## src/rtl/reorder_buffer_pkg.sv

```systemverilog
// Shared CPU constants and the result-broadcast payload used by the ROB and
// the reservation stations.
package reorder_buffer_pkg;

    localparam int unsigned ROB_DEPTH  = 16;
    localparam int unsigned ROB_NUM_W  = 6;
    localparam int unsigned ARCH_REG_W = 5;
    localparam int unsigned DATA_W     = 32;

    // Tag meaning "no producer / value ready"; one past the last valid entry.
    localparam logic [ROB_NUM_W-1:0] ROB_INVALID_NUM = 6'b010000;

    typedef struct packed {
        logic                 valid;
        logic [ROB_NUM_W-1:0] rob_num;
        logic [DATA_W-1:0]    data;
    } cdb_t;

endpackage

```

## src/rtl/rob_lookup.sv

```systemverilog
// Operand lookup: returns a ROB entry's result for a reservation station,
// forwarding a same-cycle broadcast ahead of the stored value.
module rob_lookup
    import reorder_buffer_pkg::*;
#(
    parameter int unsigned DEPTH = ROB_DEPTH
) (
    input  logic [ROB_NUM_W-1:0]         index,
    input  cdb_t                         cdb1,
    input  cdb_t                         cdb2,
    input  logic [DEPTH-1:0]             busy,
    input  logic [DEPTH-1:0]             done,
    input  logic [DEPTH-1:0][DATA_W-1:0] data,
    output logic                         ready,
    output logic [DATA_W-1:0]            value
);

    localparam int unsigned PTR_W = (DEPTH > 1) ? $clog2(DEPTH) : 1;

    logic [PTR_W-1:0] slot;

    assign slot = PTR_W'(index);

    // Port 1 beats port 2, and both beat the stored copy.
    always_comb begin
        ready = 1'b0;
        value = '0;
        if (index < ROB_NUM_W'(DEPTH)) begin
            if (cdb1.valid && (cdb1.rob_num == index)) begin
                ready = 1'b1;
                value = cdb1.data;
            end else if (cdb2.valid && (cdb2.rob_num == index)) begin
                ready = 1'b1;
                value = cdb2.data;
            end else if (busy[slot] && done[slot]) begin
                ready = 1'b1;
                value = data[slot];
            end
        end
    end

endmodule

```

## src/rtl/reorder_buffer.sv

```systemverilog
// In-order reorder buffer: allocates tags at the tail, collects results from
// two broadcast ports and retires at most one completed entry per cycle.
module reorder_buffer
    import reorder_buffer_pkg::*;
#(
    parameter int unsigned          DEPTH       = ROB_DEPTH,
    parameter logic [ROB_NUM_W-1:0] INVALID_NUM = ROB_INVALID_NUM
) (
    input  logic                  clock,
    input  logic                  reset,
    input  logic                  alloc_valid,
    input  logic [ARCH_REG_W-1:0] alloc_dest,
    output logic                  alloc_ready,
    output logic [ROB_NUM_W-1:0]  alloc_robNum,
    input  logic                  CDBiscast,
    input  logic [ROB_NUM_W-1:0]  CDBrobNum,
    input  logic [DATA_W-1:0]     CDBdata,
    input  logic                  CDBiscast2,
    input  logic [ROB_NUM_W-1:0]  CDBrobNum2,
    input  logic [DATA_W-1:0]     CDBdata2,
    input  logic [ROB_NUM_W-1:0]  index,
    output logic                  ready,
    output logic [DATA_W-1:0]     value,
    output logic                  commit_valid,
    output logic [ROB_NUM_W-1:0]  commit_robNum,
    output logic [ARCH_REG_W-1:0] commit_dest,
    output logic [DATA_W-1:0]     commit_data,
    input  logic                  flush
);

    localparam int unsigned PTR_W = (DEPTH > 1) ? $clog2(DEPTH) : 1;
    localparam int unsigned CNT_W = $clog2(DEPTH + 1);

    logic [DEPTH-1:0]                 busy;
    logic [DEPTH-1:0]                 done;
    logic [DEPTH-1:0][ARCH_REG_W-1:0] dest;
    logic [DEPTH-1:0][DATA_W-1:0]     data;
    logic [PTR_W-1:0]                 head;
    logic [PTR_W-1:0]                 tail;
    logic [CNT_W-1:0]                 count;

    cdb_t             cdb1;
    cdb_t             cdb2;
    logic [PTR_W-1:0] cdb1_slot;
    logic [PTR_W-1:0] cdb2_slot;
    logic             cdb1_hit;
    logic             cdb2_hit;
    logic             alloc_fire;
    logic             commit_fire;

    function automatic logic [PTR_W-1:0] next_ptr(input logic [PTR_W-1:0] p);
        return (p == PTR_W'(DEPTH - 1)) ? '0 : p + PTR_W'(1);
    endfunction

    assign cdb1 = '{valid: CDBiscast,  rob_num: CDBrobNum,  data: CDBdata};
    assign cdb2 = '{valid: CDBiscast2, rob_num: CDBrobNum2, data: CDBdata2};

    assign cdb1_slot = PTR_W'(cdb1.rob_num);
    assign cdb2_slot = PTR_W'(cdb2.rob_num);

    // Broadcasts only land on entries that were already allocated before this edge.
    assign cdb1_hit = cdb1.valid && (cdb1.rob_num < ROB_NUM_W'(DEPTH)) && busy[cdb1_slot];
    assign cdb2_hit = cdb2.valid && (cdb2.rob_num < ROB_NUM_W'(DEPTH)) && busy[cdb2_slot];

    assign alloc_ready  = (count < CNT_W'(DEPTH));
    assign alloc_robNum = ROB_NUM_W'(tail);
    assign alloc_fire   = alloc_valid && alloc_ready;
    assign commit_fire  = busy[head] && done[head];

    rob_lookup #(
        .DEPTH (DEPTH)
    ) u_lookup (
        .index (index),
        .cdb1  (cdb1),
        .cdb2  (cdb2),
        .busy  (busy),
        .done  (done),
        .data  (data),
        .ready (ready),
        .value (value)
    );

    always_ff @(posedge clock) begin
        if (!reset) begin
            busy          <= '0;
            done          <= '0;
            dest          <= '0;
            data          <= '0;
            head          <= '0;
            tail          <= '0;
            count         <= '0;
            commit_valid  <= 1'b0;
            commit_robNum <= INVALID_NUM;
            commit_dest   <= '0;
            commit_data   <= '0;
        end else if (flush) begin
            busy         <= '0;
            done         <= '0;
            head         <= '0;
            tail         <= '0;
            count        <= '0;
            commit_valid <= 1'b0;
        end else begin
            commit_valid <= commit_fire;
            if (commit_fire) begin
                commit_robNum <= ROB_NUM_W'(head);
                commit_dest   <= dest[head];
                commit_data   <= data[head];
                busy[head]    <= 1'b0;
                head          <= next_ptr(head);
            end
            // Port 2 is written first so port 1 overrides on a shared tag.
            if (cdb2_hit) begin
                done[cdb2_slot] <= 1'b1;
                data[cdb2_slot] <= cdb2.data;
            end
            if (cdb1_hit) begin
                done[cdb1_slot] <= 1'b1;
                data[cdb1_slot] <= cdb1.data;
            end
            if (alloc_fire) begin
                busy[tail] <= 1'b1;
                done[tail] <= 1'b0;
                dest[tail] <= alloc_dest;
                tail       <= next_ptr(tail);
            end
            case ({alloc_fire, commit_fire})
                2'b10:   count <= count + CNT_W'(1);
                2'b01:   count <= count - CNT_W'(1);
                default: count <= count;
            endcase
        end
    end

endmodule
```

## config.mk

```make
export PLATFORM = sky130hd
export DESIGN_NAME = reorder_buffer
export DESIGN_NICKNAME = d
export VERILOG_FILES = /design/src/rtl/reorder_buffer_pkg.sv /design/src/rtl/rob_lookup.sv /design/src/rtl/reorder_buffer.sv
export SDC_FILE = /design/constraint.sdc
export NUM_CORES = 2
export LEC_CHECK = 0
export ABC_AREA = 1
export CORE_MARGIN = 4
export CORE_UTILIZATION = 25
export DETAILED_ROUTE_END_ITERATION = 10
export HOLD_SLACK_MARGIN = 0.1
export PLACE_DENSITY = 0.46
export SLEW_MARGIN = 20
export SYNTH_ARGS = -nofsm -noshare
export SYNTH_HDL_FRONTEND = slang
export SYNTH_SLANG_ARGS = --single-unit
```

## constraint.sdc

```tcl
create_clock -name clock -period 3.2 [get_ports clock]
set_input_delay 0.32 -clock clock [delete_from_list [all_inputs] [get_ports clock]]
set_output_delay 0.32 -clock clock [all_outputs]
set_load 0.01 [all_outputs]
```

==> metrics.md <==
| Metric | Value |
|---|---|
| Status | `finished clean` |
| Post-DRT Antenna Nets | `0` |
| Gr usage total | `around 26%` |
| Starting Density | `around a quarter` |
| Slowest cell on crit path | `dfxtp_4` |
| Sequential-to-total area share from yosys stat | `approximately 26%` |
| Timing startpoint of the critical path | `busy[7]$_SDFF_PP0_` |
| Number of DRC markers in iteration 0 | `between 8000 and 9000` |
| Via count | `67700` |
| Critical Path RT | `between 2 and 3 ns` |
| CTS HTree Levels | `3` |
| Setup TNS | `0 ns` |
| Critical Path Sink | `value[27]` |
| Power Total | `22600 uW` |
| Antenna violations before repair | `9` |
| GP Congestion | `0.903` |
| Cells on worst reg2reg path | `17` |
| Max-cap violations | `0` |
| Critical Path Max Stage Delay | `~0.40 ns` |
| Drc violations | `0` |
| Number of flops mapped to enable cells by yosys | `0` |
| PwrDens | `between 300 and 400 nW/um2` |
| First-pass GRT wire length | `428 mm` |
| Routed Wire Length | `295 mm` |
| Worst endpoint data arrival time | `roughly 2.7 ns` |
| CORE AREA | `between 200000 and 250000 um2` |
| Metal-1 WL | `121 mm` |
| Yosys cell types | `44` |
| Placed cell count | `12000` |
| Hold Vio Cnt, Final | `0` |
| Met3 wire length | `approximately 29 mm` |
| Leakage | `0.0259 uW` |
| Clock Pin Slew Worst Setup and Hold Paths | `about 0.06 ns` |
| Cell chain of the critical path | `a21oi_1 -> o21ai_0 -> nand3_1 -> nand3_1 -> nand2_2 -> buf_12 -> buf_4 -> nor2_1 -> nor2_1 -> nor2_1 -> dlygate4sd2_1` |
| Clock latency on the worst-skew pair | `around 0.75 ns` |
| Cell repeated most along the worst path | `nor2_1` |
| Post-synthesis average cell area | `5.53 um2` |
| Vias in the first global route | `roughly 62000` |
| Root Driver | `clkbuf_16` |
| Post-Layout Inst Area | `62000 um2` |
| Period utilization | `a little over nine tenths` |
| Fmax | `330 MHz` |
| Fillcell total | `23200` |
| Ranking of synthesized cells by area | `dfxtp_1 26%, nand2_1 21%, nand3_1 18%` |
| Drt pass-1 iters | `9` |
| CTS tree | `built` |
| Worst setup SP type | `flip-flop` |
| Clk_skew | `0.0466 ns` |
| Top FF cell, synth | `dfxtp_1` |
| Post-synth top area share | `25.9%` |
| Nets | `9380` |
| Seq cells post-synth | `slightly below 700` |
| Routed wl met2 | `127 mm` |
| Final Max Tran Viols | `0` |
| Min Tclk post-route | `3.03 ns` |
| TritonCTS Sinks | `680` |
| Hold WC Path Type | `in -> reg` |
| Aggregate global routing overflow | `0` |
| Site row count | `168` |
| Maximum vdd drop | `a little under 0.0004 V` |
| Number of buffers created by CTS | `slightly above 90` |
| Finished Layout Cells | `12200` |
| Max_slew headroom | `about a third` |
| DP Area | `58800 um2` |
| Area leader, netlist | `dfxtp_1` |
| Final core utilization | `29.6%` |
| Worst-margin pin slew | `about 1.0 ns` |
| Detailed Place HPWL | `178 mm` |
| Crit path kind | `reg -> out` |
| Crit path capture type | `output port` |
| Reg2reg start | `head[0]$_SDFFE_PP0N_` |
| Crit Path Max Fanout | `9` |
| Post-CTS Setup Bufs | `0` |
| Die ar. | `218000 um2` |
| Post-Syn Area | `52600 um2` |
| DR WL/cell | `24.2 um` |
| I/O pins | `around 180` |
| Clock Path Buffers | `3` |
| Layout area overhead | `17.9%` |
| Top Metal Used | `met5` |
| R2r endpoint | `count[4]$_SDFFE_PP0P_` |
| Synth Instances | `9522` |
| Ys Warns | `0` |
| Via/cell ratio | `5.57` |
| Reg2reg setup slack | `0.28 ns` |
| Pin count of the biggest net entering global routing | `around 130` |
| RSZ-0062 raised after global routing | `no` |
| Endpoints failing setup | `0` |
| Die width | `467 um` |
| Die Y | `~470 um` |
| Post-synth ARST share | `0%` |
| Count of input and output buffers | `approximately 170` |
| Share of cells above drive strength 1 | `6.64%` |
## routing by layer
layer	GRT usage (%)	vias up
li1	-	30900
met1	33.8	32100
met2	39.7	3928
met3	4.53	819
met4	14.5	10
met5	0	-
## registers in the layout (all words and copies together), names as in the netlist
signal / count
head: 4
commit_dest: 5
done: 16
commit_valid: 1
commit_robNum: 5
commit_data: 32
busy: 16
dest: 80
data: 512
count: 5
tail: 4
## worst min path at each step
stage / from / endpoint / slack (ns) / cells after the start
final: CDBdata[8] / data[264]$_SDFFE_PN0N_ / 0.33 / 5
after CTS: CDBdata[8] / data[264]$_SDFFE_PN0N_ / 0.28 / 5
after global placement: commit_robNum[4]$_SDFFE_PN1P_ / commit_robNum[4]$_SDFFE_PN1P_ / 0.45 / 2
after floorplan: data[30]$_SDFFE_PN0N_ / data[30]$_SDFFE_PN0N_ / 0.44 / 2
after global routing: CDBdata[8] / data[392]$_SDFFE_PN0N_ / 0.37 / 5
after detailed placement: commit_robNum[4]$_SDFFE_PN1P_ / commit_robNum[4]$_SDFFE_PN1P_ / 0.45 / 2
## power breakdown
part / leakage (uW) / internal [uW] / switching [uW]
clock network: 0.00159 / 6530 / 4840
logic: 0.0188 / 700 / 2060
registers: 0.00549 / 8480 / 17.7
## kinds of logic after synthesis
| group | share of synthesized area [%] |
|---|---|
| adders and majority gates | 0.285 |
| other | 0.00713 |
| muxes | 0.0214 |
| xor gates and xnor gates | 0.150 |
| and+or+nand+nor | 46.1 |
| buffers and inverters | 10.5 |
| AOI/OAI and AO/OA | 17.0 |
| DFF | 25.9 |
## synth_stat cells, types with 3 or more instances
master       n
nand2_1   2946
nand3_1   1881
o21ai_0   1123
nor2_1     876
dfxtp_1    680
clkbuf_1   508
inv_1      431
a21oi_1    348
buf_2      249
a31oi_1     94
buf_1       78
o211ai_1    67
o21ai_1     60
nand4_1     31
buf_4       22
o22ai_1     22
buf_6       19
inv_2       16
ha_1        12
nor2_2      11
nand4_2      7
xor2_1       6
clkinv_1     3
nand2_4      3
nand3b_1     3
xnor2_1      3
## stage by stage
stage,hold slack [ns],setup WS [ns]
6_report,0.326,0.172
5_1_grt,0.365,0.0242
4_1_cts,0.278,0.0146
3_5_place_dp,0.445,0.0269
3_3_place_gp,0.446,-0.0323
2_1_floorplan,0.445,0.623
## critical path: cells and delay by family, from the launching register on
| family | cells | cell delay (ns) |
|---|---|---|
| compound gates | 2 | 0.25 |
| buf+inv | 3 | 0.66 |
| simple gates | 6 | 0.62 |
| flops | 1 | 0.40 |
## area by class of cell
cell class | instances | area (um2) | area share (%)
sequential | 680 | 13600 | 22.0
tap | 2805 | 3510 | 5.66
timing repair buffer | 534 | 6230 | 10.0
clock buffer | 133 | 2730 | 4.40
inverter | 450 | 1710 | 2.76
clock inverter | 35 | 473 | 0.762
multi-input combinational | 7517 | 33800 | 54.4
antenna | 2 | 5.00 | 0.00807
## placed cells by master, fill, tap and decap left out, types with 16 or more instances in the layout
master / instances
a31oi_1: 93
dlygate4sd2_1: 30
buf_4: 217
clkbuf_16: 93
clkdlybuf4s50_1: 135
buf_12: 145
inv_1: 427
nand2_2: 21
o211ai_1: 67
clkinv_2: 18
nand4_1: 31
o21ai_0: 1121
a21oi_1: 348
dfxtp_1: 667
clkbuf_8: 25
nand2_1: 2927
o22ai_1: 22
nor2_1: 864
inv_2: 16
nand3_1: 1880
o21ai_1: 62
## repair_timing
action,CTS,global route
resized for setup,45,8
pin swaps,0,0
endpoints found under the hold margin,16,0
endpoints found under the setup margin,33,14
hold buffers,1,0
Power figures use the tool's default switching activity.
